==> config.mk <==
export PLATFORM = sky130hd
export DESIGN_NAME = reset_sequencer
export DESIGN_NICKNAME = d
export VERILOG_FILES = /design/src/rtl/reset_seq_pkg.sv /design/src/rtl/sync_2ff.sv /design/src/rtl/reset_sequencer.sv
export SDC_FILE = /design/constraint.sdc
export NUM_CORES = 1
export LEC_CHECK = 0
export CELL_PAD_IN_SITES_DETAIL_PLACEMENT = 1
export CELL_PAD_IN_SITES_GLOBAL_PLACEMENT = 1
export CORE_MARGIN = 2
export CORE_UTILIZATION = 33
export DETAILED_ROUTE_END_ITERATION = 8
export PLACE_DENSITY = 0.66
export SLEW_MARGIN = 25
export SYNTH_ARGS = -nofsm -noshare
export SYNTH_HDL_FRONTEND = slang
export SYNTH_SLANG_ARGS = --single-unit
==> constraint.sdc <==
create_clock -name clk_in -period 5.2 [get_ports clk_in]
set_input_delay 1.04 -clock clk_in [delete_from_list [all_inputs] [get_ports clk_in]]
set_output_delay 1.04 -clock clk_in [all_outputs]
set_load 0.02 [all_outputs]
==> src/rtl/reset_seq_pkg.sv <==
// Shared types and helpers for the reset sequencer: the sequencer state
// encoding and the counter-width helpers used to size its counters.
package reset_seq_pkg;

   typedef enum logic [2:0] {
      PLL_RST   = 3'd0,
      WAIT_LOCK = 3'd1,
      LOCK_FILT = 3'd2,
      RELEASE   = 3'd3,
      RUN       = 3'd4,
      SW_RST    = 3'd5
   } seq_state_t;

   // Width of a saturating counter able to hold max_count.
   function automatic int cnt_width(input int max_count);
      return $clog2(max_count) + 1;
   endfunction

   // Largest of three values; sizes the counter shared between states.
   function automatic int max3(input int a, input int b, input int c);
      int m;
      m = a;
      if (b > m) m = b;
      if (c > m) m = c;
      return m;
   endfunction

endpackage

==> src/rtl/sync_2ff.sv <==
// Single-bit two-flop synchronizer for asynchronous level inputs.
// Both flops clear to 0 while reset_in_n is low.
module sync_2ff (
   input  logic clk_in,
   input  logic reset_in_n,
   input  logic d,
   output logic q
);

   logic meta_reg;
   logic sync_reg;

   // Two-stage capture of the asynchronous input.
   always_ff @(posedge clk_in or negedge reset_in_n) begin
      if (!reset_in_n) begin
         meta_reg <= 1'b0;
         sync_reg <= 1'b0;
      end else begin
         meta_reg <= d;
         sync_reg <= meta_reg;
      end
   end

   assign q = sync_reg;

endmodule

==> src/rtl/reset_sequencer.sv <==
// Power-up / recovery reset sequencer. Pulses the clock wizard reset,
// filters its lock indication, then releases NUM_DOMAINS active-low resets
// in ascending order. Lock loss or a software request re-asserts them all.
// Optional lock watchdog compiled in with RESET_SEQ_WATCHDOG_EN.
module reset_sequencer
   import reset_seq_pkg::*;
#(
   parameter int NUM_DOMAINS        = 4,
   parameter int PLL_RST_CYCLES     = 16,
   parameter int LOCK_FILTER_CYCLES = 64,
   parameter int GAP_CYCLES         = 8,
   parameter int TIMEOUT_CYCLES     = 65536
) (
   input  logic                   clk_in,
   input  logic                   reset_in_n,
   input  logic                   locked,
   output logic                   pll_reset,
   output logic [NUM_DOMAINS-1:0] rst_out_n,
   output logic                   ready,
   input  logic                   sw_rst_req,
   output logic                   sw_rst_ack,
   output logic                   lock_timeout
);

   // One counter serves the PLL pulse, the lock filter and the release gaps.
   localparam int CNT_MAX = max3(PLL_RST_CYCLES, LOCK_FILTER_CYCLES, GAP_CYCLES);
   localparam int CNT_W   = cnt_width(CNT_MAX);
   localparam int IDX_W   = cnt_width(NUM_DOMAINS);

   localparam logic [CNT_W-1:0] PLL_LAST  = CNT_W'(PLL_RST_CYCLES - 1);
   localparam logic [CNT_W-1:0] FILT_LAST = CNT_W'(LOCK_FILTER_CYCLES - 1);
   localparam logic [CNT_W-1:0] GAP_LAST  = CNT_W'(GAP_CYCLES - 1);
   localparam logic [CNT_W-1:0] CNT_SAT   = CNT_W'(CNT_MAX);
   localparam logic [IDX_W-1:0] IDX_LAST  = IDX_W'(NUM_DOMAINS - 1);

   logic lock_s;
   logic req_s;

   seq_state_t state_reg, state_next;
   logic [CNT_W-1:0] cnt_reg, cnt_next, cnt_inc;
   logic [IDX_W-1:0] idx_reg, idx_next;
   logic release_fire;
   logic timeout_fire;

   logic                   pll_reset_reg, pll_reset_next;
   logic [NUM_DOMAINS-1:0] rst_n_reg, rst_n_next;
   logic                   ready_reg, ready_next;
   logic                   ack_reg, ack_next;
   logic                   clear_all;

   sync_2ff u_sync_lock (
      .clk_in     (clk_in),
      .reset_in_n (reset_in_n),
      .d          (locked),
      .q          (lock_s)
   );

   sync_2ff u_sync_req (
      .clk_in     (clk_in),
      .reset_in_n (reset_in_n),
      .d          (sw_rst_req),
      .q          (req_s)
   );

   assign cnt_inc = (cnt_reg == CNT_SAT) ? cnt_reg : cnt_reg + CNT_W'(1);

`ifdef RESET_SEQ_WATCHDOG_EN
   localparam int WD_W = cnt_width(TIMEOUT_CYCLES);
   localparam logic [WD_W-1:0] WD_LAST = WD_W'(TIMEOUT_CYCLES - 1);
   localparam logic [WD_W-1:0] WD_SAT  = WD_W'(TIMEOUT_CYCLES);

   logic [WD_W-1:0] wd_reg, wd_next;
   logic            lt_reg;

   // Watchdog counts every cycle spent waiting for (or filtering) lock.
   always_comb begin
      wd_next      = '0;
      timeout_fire = 1'b0;
      if (state_reg == WAIT_LOCK || state_reg == LOCK_FILT) begin
         timeout_fire = (wd_reg == WD_LAST);
         wd_next      = (wd_reg == WD_SAT) ? wd_reg : wd_reg + WD_W'(1);
      end
   end

   // Watchdog counter and sticky timeout flag.
   always_ff @(posedge clk_in or negedge reset_in_n) begin
      if (!reset_in_n) begin
         wd_reg <= '0;
         lt_reg <= 1'b0;
      end else begin
         wd_reg <= wd_next;
         lt_reg <= lt_reg | timeout_fire;
      end
   end

   assign lock_timeout = lt_reg;
`else
   assign timeout_fire = 1'b0;
   // Never true: the flag is tied low when no watchdog is built.
   assign lock_timeout = (TIMEOUT_CYCLES < 0);
`endif

   // State register plus the registered outputs.
   always_ff @(posedge clk_in or negedge reset_in_n) begin
      if (!reset_in_n) begin
         state_reg     <= PLL_RST;
         cnt_reg       <= '0;
         idx_reg       <= '0;
         pll_reset_reg <= 1'b1;
         rst_n_reg     <= '0;
         ready_reg     <= 1'b0;
         ack_reg       <= 1'b0;
      end else begin
         state_reg     <= state_next;
         cnt_reg       <= cnt_next;
         idx_reg       <= idx_next;
         pll_reset_reg <= pll_reset_next;
         rst_n_reg     <= rst_n_next;
         ready_reg     <= ready_next;
         ack_reg       <= ack_next;
      end
   end

   // Next-state logic; lock loss outranks a pending software request.
   always_comb begin
      state_next   = state_reg;
      cnt_next     = cnt_reg;
      idx_next     = idx_reg;
      release_fire = 1'b0;
      case (state_reg)
         PLL_RST: begin
            if (cnt_reg == PLL_LAST) state_next = WAIT_LOCK;
            else                     cnt_next   = cnt_inc;
         end
         WAIT_LOCK: begin
            if (lock_s) state_next = LOCK_FILT;
         end
         LOCK_FILT: begin
            if (!lock_s)                 state_next = WAIT_LOCK;
            else if (cnt_reg == FILT_LAST) state_next = RELEASE;
            else                         cnt_next   = cnt_inc;
         end
         RELEASE: begin
            if (!lock_s) begin
               state_next = WAIT_LOCK;
            end else if (cnt_reg == GAP_LAST) begin
               release_fire = 1'b1;
               cnt_next     = '0;
               if (idx_reg == IDX_LAST) state_next = RUN;
               else                     idx_next   = idx_reg + IDX_W'(1);
            end else begin
               cnt_next = cnt_inc;
            end
         end
         RUN: begin
            if (!lock_s)    state_next = WAIT_LOCK;
            else if (req_s) state_next = SW_RST;
         end
         SW_RST: begin
            // Hold for the gap time, then wait for the request to drop.
            if (!lock_s) begin
               state_next = WAIT_LOCK;
            end else if (cnt_reg == GAP_LAST) begin
               if (!req_s) state_next = RELEASE;
            end else begin
               cnt_next = cnt_inc;
            end
         end
         default: state_next = PLL_RST;
      endcase

      if (timeout_fire) state_next = PLL_RST;

      // Every state starts its own count from zero.
      if (state_next != state_reg) cnt_next = '0;
      if (state_next != RELEASE)   idx_next = '0;
   end

   // Output decode from the next state so outputs align with the state register.
   always_comb begin
      pll_reset_next = (state_next == PLL_RST);
      ready_next     = (state_next == RUN);
      ack_next       = (state_next == SW_RST);
      clear_all      = !(state_next == RELEASE || state_next == RUN);
   end

   // Per-domain reset: cleared together, set one at a time in index order.
   generate
      for (genvar gi = 0; gi < NUM_DOMAINS; gi++) begin : g_dom
         assign rst_n_next[gi] = clear_all ? 1'b0 :
                                 ((release_fire && idx_reg == IDX_W'(gi)) ? 1'b1 : rst_n_reg[gi]);
      end
   endgenerate

   assign pll_reset  = pll_reset_reg;
   assign rst_out_n  = rst_n_reg;
   assign ready      = ready_reg;
   assign sw_rst_ack = ack_reg;

endmodule

## Yosys cells after proc, flatten, opt, wreduce, memory -nomap -nowiden

Cells that the tools add are included.

- ROM bits: 0
- Register bits after elaboration: 24
- Latch bits: 0
- Bits of input ports: 4
- Memories kept: 0
- Memory bits (writable): 0
- Word-level logic and storage cells: 97
- Output and inout bits: 8

- Bitwise logic cells: 0
- $add $sub $neg: 2
- Shifts and indexed selects: 0
- $lt $le $gt $ge: 0
- Reductions and logical operators: 14
- Multiplexer cells: 39
- Eq/ne operators: 28
- Div/mod/pow operators: 0
- Multipliers: 0

Operators by type and width:

| operator | count |
|---|---|
| 7-bit two-way mux | 9 |
| 3-bit two-way mux | 17 |
| 7-bit one-hot mux with 4 select lines | 1 |
| 3-bit one-hot mux with 6 select lines | 1 |
| 3-bit by 2-bit equality test with 1-bit output (second input constant) | 5 |
| 3-bit equality test (second input constant) | 4 |
| 3-bit by 2-bit != test with 1-bit output (second input constant) | 4 |
| 1-bit two-way mux | 11 |
| 2-bit by 1-bit != test with 1-bit output (second input constant) | 5 |
| 3-bit logical NOT | 3 |
| 3-bit != test (second input constant) | 3 |
| 7-bit by 1-bit adder with 7-bit output (second input constant) | 1 |
| 7-bit by 3-bit equality test with 1-bit output (second input constant) | 1 |
| 7-bit by 4-bit equality test with 1-bit output (second input constant) | 1 |
| 7-bit by 6-bit equality test with 1-bit output (second input constant) | 1 |
| 7-bit equality test (second input constant) | 1 |
| 7-bit AND reduction | 1 |
| 3-bit by 1-bit equality test with 1-bit output (second input constant) | 2 |
| 2-bit nonzero test | 3 |
| 5-bit nonzero test | 1 |
| 1-bit logical AND | 4 |
| 4-bit AND reduction | 1 |
| 3-bit by 1-bit adder with 3-bit output (second input constant) | 1 |
| 3-bit != test | 1 |
| 1-bit logical OR | 1 |

## Depth between registers and ports, before layout

Gate-level depths: netlist of run 1.

- Word-level depth: 8
- Depth in mapped cells: 7

## Modules after synthesis

From an unflattened synthesis of run 1, not the netlist that was laid out.

- Cells, all modules: 146
- Area, all modules: 1453.9 sq um

Modules (own cells, without submodules):

| module | times used | area each (sq um) | cells each |
|---|---|---|---|
| reset_sequencer | 1 | 1353.8 | 142 |
| sync_2ff | 2 | 50.0 | 2 |

## Least setup slack after synthesis of run 1

OpenSTA, ideal clock, no wires.

- Path type: register to register
- Start: register cnt_reg[5]
- End: register idx_reg[1]
- Setup slack: 3.251 ns
- Required time: 5.081 ns
- Library setup time: 0.119 ns
- Cell stages (with the launch flop): 8
- Arrival time: 1.829 ns
- Period minus slack after synthesis: 1.949 ns
- Cell sequence: dfrtp_1 > or3_1 > buf_2 > or3_1 > buf_6 > nor3_4 > mux2i_1 > nor2_1

- Cells in the longest elaborated chain, start to end: 7
- Elaborated cells on any way between the ends: 18
- Classes of those cells: 5 x eq/ne; 9 x mux; 4 x reduce/logical

RTL lines:

| item | line | text |
|---|---|---|
| from (decl) | reset_sequencer.sv:40 | `logic [CNT_W-1:0] cnt_reg, cnt_next, cnt_inc;` |
| from (signal assigned) | reset_sequencer.sv:115 | `cnt_reg <= cnt_next;` |
| 7-bit by 3-bit equality test with 1-bit output or 7-bit by 6-bit equality test with 1-bit output (tied branches) | reset_sequencer.sv:146, reset_sequencer.sv:163, reset_sequencer.sv:140 |  |
| 3-bit two-way mux, on equally long branches | reset_sequencer.sv:163, reset_sequencer.sv:140, reset_sequencer.sv:146 |  |
| 3-bit two-way mux, on equally long branches | reset_sequencer.sv:161, reset_sequencer.sv:139, reset_sequencer.sv:144 |  |
| 3-bit one-hot mux with 6 select lines | reset_sequencer.sv:130 | `case (state_reg)` |
| 3-bit by 2-bit != test with 1-bit output | reset_sequencer.sv:176 | `if (state_next != RELEASE) idx_next = '0;` |
| 2-bit by 1-bit != test with 1-bit output (no source line) or 2-bit nonzero test (tied branches) | -- |  |
| 4-bit AND reduction (no source line) | -- |  |
| to (signal assigned) | reset_sequencer.sv:116 | `idx_reg <= idx_next;` |
| to (decl) | reset_sequencer.sv:41 | `logic [IDX_W-1:0] idx_reg, idx_next;` |

Several ways; a longest one is shown, not always the timed one.
A chain may end at the register's enable or synchronous reset.

## Worst setup path after layout of run 1

- Start: register pll_reset_reg (netlist: pll_reset)
- End: output pll_reset

RTL lines:

| item | line | text |
|---|---|---|
| from (decl) | reset_sequencer.sv:45 | `logic pll_reset_reg, pll_reset_next;` |
| from (signal assigned) | reset_sequencer.sv:117 | `pll_reset_reg <= pll_reset_next;` |
| to (decl) | reset_sequencer.sv:17 | `output logic pll_reset,` |

No word-level cell between the ends.

==> metrics.csv, run 1 <==
metric,value,unit
most common flop cell mapped by yosys,dfrtp_1,
detailed-route via count,1113,
CP required,4160,ps
syn nets,157,
CP Launch Type,flop,
Total GRT Usage,0.1548,
Max clock buf depth,2,
initial antenna violation count,0,
Post-Place Cells,199,
number of gates resized after CTS,0,
Layout Utilization,0.3910,
Worst path max stage delay,600,ps
fin cells,203,
post-CTS setup buffer count,0,
Fmax,413.1,MHz
worst path bufs/invs,1,
Reg area,601.8,um^2
DR iter-0 viols,49,
routed wire length,3.213,mm
Antenna Nets Post-Route,0,
final instance area,1564,um^2
Final Hold Vio Count,0,
via/cell ratio,5.483,
I/O pins,12,
area of the multi-input gates,695.7,um^2
WL/cell,15.83,um
GP Congestion,0.7781,
Port Buffers,10,
final setup vio count,0,
yosys warns,0,
Hold Crit Class,reg2reg,
Crit. End Element,primary output,
Hold Buf Count CTS,0,
count of pins over their slew limit,0,
Yosys cell types,51,
worst path cell trace,clkdlybuf4s50_1,
Synth Cell Area,1375,um^2
vias in the first global route,1123,
Clock Sinks,24,
P per Cell Area,391.5,nW/um^2
core area,4000,um^2
post-placement cell area,1498,um^2
clk_lat worst skew,260,ps
Clock Skew,4.250,ps
nets@finish,165,
"Reg clk slew, reported paths",80,ps
"EDFF count, synth",0,
slew of the pin with the lowest slew margin,699.4,ps
Lkg Pwr,0.6514,nW
fillers,477,
sequential area share after synthesis,0.4377,
Crit Path Class,reg2out,
Pre-Repair DR Iteration Count,4,
Sum Neg Setup Slack,0,ps
worst-path fanout max,1,
number of synthesized register bits,24,
# rows,23,
Max-slew headroom,0.5333,
global route overflow,0,
status,"complete, no violations",
Max VDD drop,217.8,uV
Root Driver,clkbuf_8,
CP max-delay cell,clkdlybuf4s50_1,
antenna cell count,0,
CTS HTree Levels,1,
"Avg Cell Area, Syn",9.418,um^2
first-pass GRT wire length,5.471,mm
full die area,4699,um^2
maximum capacitance violations,0,
Post-Synthesis Cells,146,
Tot Pwr,612.4,uW
synthesis-to-layout area growth,13.74,%
largest net degree at the start of global routing,25,
Initial Util,0.3438,
TritonCTS clock tree,done,
die extent in y,68.55,um
dpl hpwl,2.386,mm
RSZ-0062 raised after global routing,false,
drc violations,0,
crit path DAT,1380,ps
Tmin final,2421,ps
Tcrit/Tclk final,0.4655,
Worst path top cell family by delay,buffers and inverters,
Die Span X,68.55,um
number of flip-flops under the largest register name,7,
layout cells sized above 1,0.06536,
"Async S/R FF share, synth",1.000,
Num CTS Buffers,3,
[final cells by class]
class,count,share of cell area
Timing Repair Buffer,10,0.06080
Clock inverter,1,0.01920
Inverter,10,0.02400
Tap cell,50,0.04000
Sequential cell,24,0.3848
Multi-Input combinational cell,105,0.4448
Clock buffer,3,0.02640
[report_power, final]
part           leakage (nW)  internal, mW  switching [mW]
Combinational         0.300        0.0729           0.120
Clock                0.0357         0.103          0.0601
Sequential            0.316         0.217          0.0401
Total                 0.651         0.392           0.220
[cell usage after synthesis (2+ instances only)]
library cell	number	area (um^2)
nand3b_1	2	15.01
nand3_1	4	20.02
nor2_1	8	30.03
o2111ai_1	2	17.52
clkbuf_1	3	11.26
nor3_1	8	40.04
and3_1	2	12.51
ha_1	7	87.58
a21oi_1	10	50.05
and2_1	4	25.02
o31ai_1	2	15.01
nand2_1	12	45.04
inv_1	10	37.54
or3_1	6	37.54
or4_1	4	30.03
o21ai_0	5	25.02
dfrtp_1	23	575.6
[through the flow]
stage                     hold slack (ps)  setup slack [ps]
final                               355.0              2779
after global placement              332.5              2876
after detailed placement            336.3              2841
after global routing                376.2              2733
after CTS                           356.6              2760
after floorplan                     331.2              3251
[worst reg2reg max path: stages (launching register included)]
cell and delay [ps]:
dfrtp_1 470, or3_1 530, o2111a_1 310, o21ai_1 540, o21ai_0 180, a21oi_1 180
[path summary, 6_finish.rpt]
kind	start	end	slack (ps)	cells past startpoint
max in group asynchronous	reset_in_n	pll_reset	4080	1
setup / recovery	pll_reset	pll_reset	2780	1
hold reg to reg	u_sync_req.meta_reg	u_sync_req.q	350	0
setup reg to reg	cnt_reg[5]	cnt_reg[0]	2930	5
min in group asynchronous	reset_in_n	cnt_reg[0]	740	1
hold / removal	u_sync_req.meta_reg	u_sync_req.q	350	0
[per-layer routing]
metal  wire, um  global-route usage  part of all wire
met3        117             0.03571             0.036
met4          8             0.01500            0.0025
met5          0                   0                 0
met1       1497              0.1931              0.47
met2       1589              0.2800              0.49
[cell usage in the layout, fill, tap and decap left out, drive strengths merged, types with 2 or more instances in the layout]
cell type,synthesis,layout
ha,7,7
and2,4,4
dfrtp,23,23
o31ai,2,2
or4,4,4
clkdlybuf4s50,0,9
nand3b,2,2
nand2,12,12
inv,10,10
and3,2,2
nor3,10,10
a211oi,2,2
nand3,4,4
or3,6,6
o21ai,6,6
o2111ai,2,2
nor2,8,8
clkbuf,4,3
a21oi,10,10
[logic make-up (layout without fill, tap and decap cells)]
| logic type | after synthesis | after routing | share of synthesized area |
|---|---|---|---|
| AND/OR/NAND/NOR | 60 | 60 | 0.2475 |
| flip-flops | 24 | 24 | 0.4377 |
| adder cells (fa/ha/maj) | 7 | 7 | 0.06369 |
| buffers and inverters | 17 | 24 | 0.05641 |
| AO/OA/AOI/OAI | 35 | 35 | 0.1784 |
| other | 1 | 1 | 0.002727 |
| XOR/XNOR | 1 | 1 | 0.006371 |
| multiplexers | 1 | 1 | 0.007280 |
Note: power is estimated with default switching activity, not from simulation.
==> run 2: changes to the inputs <==
Clock period 5.2 ns to 2.31 ns, I/O delays scaled along.
==> metrics.csv, run 2 (synthesis gave the netlist of run 1 again) <==
metric,value,unit,change
CP max-delay cell,or4_1,,
P per Cell Area,892.0,nW/um^2,+130%
CP Launch Type,flop,,
CP required,2510,ps,-1650 ps
Total GRT Usage,0.1695,,+0.01474
internal reg-to-reg setup slack,190,ps,-2740 ps
first-pass GRT wire length,5.878,mm,+7.4%
Hold Crit Class,reg2reg,,
number of flip-flops under the largest register name,7,,unchanged
Tcrit/Tclk final,0.9168,,
count of pins over their slew limit,0,,unchanged
maximum capacitance violations,0,,unchanged
nets@finish,173,,+4.8%
hold slack,352.5,ps,-2.475 ps
Initial Util,0.3438,,unchanged
Antenna Nets Post-Route,0,,unchanged
layout cells sized above 1,0.1056,,+0.04023
Fmax,472.2,MHz,
fillers,479,,+0.42%
Final Hold Vio Count,0,,unchanged
number of gates resized after CTS,0,,unchanged
Crit. End Element,flop,,
synthesis-to-layout area growth,18.47,%,
Max clock buf depth,2,,unchanged
worst path cell trace,ha_1 -> nand3b_1 -> o2111a_1 -> o21ai_1 -> buf_4 -> or4_1 -> a21oi_1,,
most frequent cells in the layout,"23 x dfrtp_1, 12 x nand2_1, 10 x inv_1, 10 x a21oi_1, 10 x clkdlybuf4s50_1",,
GP Congestion,0.8520,,+9.5%
Die Span X,68.55,um,unchanged
die extent in y,68.55,um,unchanged
Worst R2R Path Depth,7,,+2
met3 Usage GRT,0.04221,,+0.006494
largest net degree at the start of global routing,25,,unchanged
vias in the first global route,1200,,+6.9%
dpl hpwl,2.612,mm,+9.5%
met2 Use GR,0.3065,,+0.02644
final setup vio count,0,,unchanged
TritonCTS clock tree,done,,
clk_lat worst skew,270,ps,about the same
Lkg Pwr,0.6932,nW,+6.4%
# rows,23,,unchanged
M1 GR Usage,0.2105,,+0.01742
"Reg clk slew, reported paths",90,ps,about the same
"most common cell after layout, fill and taps aside",dfrtp_1,,
Tmin final,2118,ps,
Root Driver,clkbuf_8,,
Num CTS Buffers,3,,unchanged
drc violations,0,,unchanged
via/cell ratio,5.412,,-1.3%
crit path DAT,2320,ps,+940 ps
DR iter-0 viols,62,,+27%
Pre-Repair DR Iteration Count,3,,-1
routed wire length,3.402,mm,+5.9%
Crit Path Class,reg2reg,,
min-delay src,u_sync_lock.meta_reg,,
Worst path max stage delay,470,ps,-130 ps
pre-CTS WS,204.7,ps,-2636 ps
global route overflow,0,,unchanged
I/O pins,12,,unchanged
worst-path fanout max,12,,+11
Tot Pwr,1.453,mW,+140%
Max VDD drop,436.3,uV,+100%
Worst R2R Start,cnt_reg[0],,
full die area,4699,um^2,unchanged
WL/cell,16.12,um,+1.9%
Port Buffers,10,,unchanged
Clock Sinks,24,,unchanged
Hold EP,u_sync_lock.q,,
RSZ-0062 raised after global routing,false,,
core area,4000,um^2,unchanged
initial antenna violation count,0,,unchanged
Worst Hold Path Cells,0,,unchanged
antenna cell count,0,,unchanged
Hold Buf Count CTS,0,,unchanged
post-CTS setup buffer count,0,,unchanged
RR Endpoint,cnt_reg[3],,
Sum Neg Setup Slack,0,ps,unchanged
final worst slack,192.2,ps,-2587 ps
Most Crowded Layer GR,met2,,
status,"complete, no violations",,
CTS HTree Levels,1,,unchanged
detailed-route via count,1142,,+2.6%
Clock Skew,3.375,ps,-0.8744 ps
## run 2: critical path: cells and delay by family (launching register included)
family | cells | cell delay (ps)
DFF | 1 | 420
adders and majority gates | 1 | 280
buffers and inverters | 1 | 180
and+or+nand+nor | 2 | 700
AOI/OAI and AO/OA | 3 | 460
## run 2: where the power goes
group / switching, mW / internal (mW) / leakage (nW) / total (mW)
clock: 0.142 / 0.232 / 0.0357 / 0.373
combinational: 0.288 / 0.214 / 0.341 / 0.503
sequential: 0.0893 / 0.488 / 0.316 / 0.577
## run 2: per-stage QoR
| stage | utilization | instances | area, um^2 |
|---|---|---|---|
| final | 0.4073 | 211 | 1629 |
| after global routing | 0.4073 | 211 | 1629 |
| after CTS | 0.4073 | 211 | 1629 |
| after detailed placement | 0.3894 | 207 | 1558 |
| after global placement | 0.3894 | 207 | 1558 |
| after floorplan | - | 146 | 1375 |
## run 2: worst max-delay path by stage
stage,startpoint,to,slack (ps),cells past startpoint
after floorplan,cnt_reg[5],idx_reg[1],360,7
after CTS,cnt_reg[0],cnt_reg[3],190,7
after global routing,cnt_reg[0],cnt_reg[3],60,7
after detailed placement,cnt_reg[0],cnt_reg[3],200,7
final,cnt_reg[0],cnt_reg[3],190,7
after global placement,cnt_reg[0],cnt_reg[3],290,7
## run 2: layout make-up
| cell class | count | area [um^2] | area share |
|---|---|---|---|
| clock buffers | 3 | 41.29 | 0.02535 |
| clock inverters | 1 | 30.03 | 0.01843 |
| inverters | 10 | 37.54 | 0.02304 |
| multi-input cells | 105 | 695.7 | 0.4270 |
| flip-flops and latches | 24 | 601.8 | 0.3694 |
| well taps | 50 | 62.56 | 0.03840 |
| repair buffers | 18 | 160.2 | 0.09831 |
## run 2: metal layers
metal  up-vias  part of all wire
met5         -                 0
met4         0                 0
met3         0             0.029
met2        11              0.53
met1       573              0.44
li1        558                 -
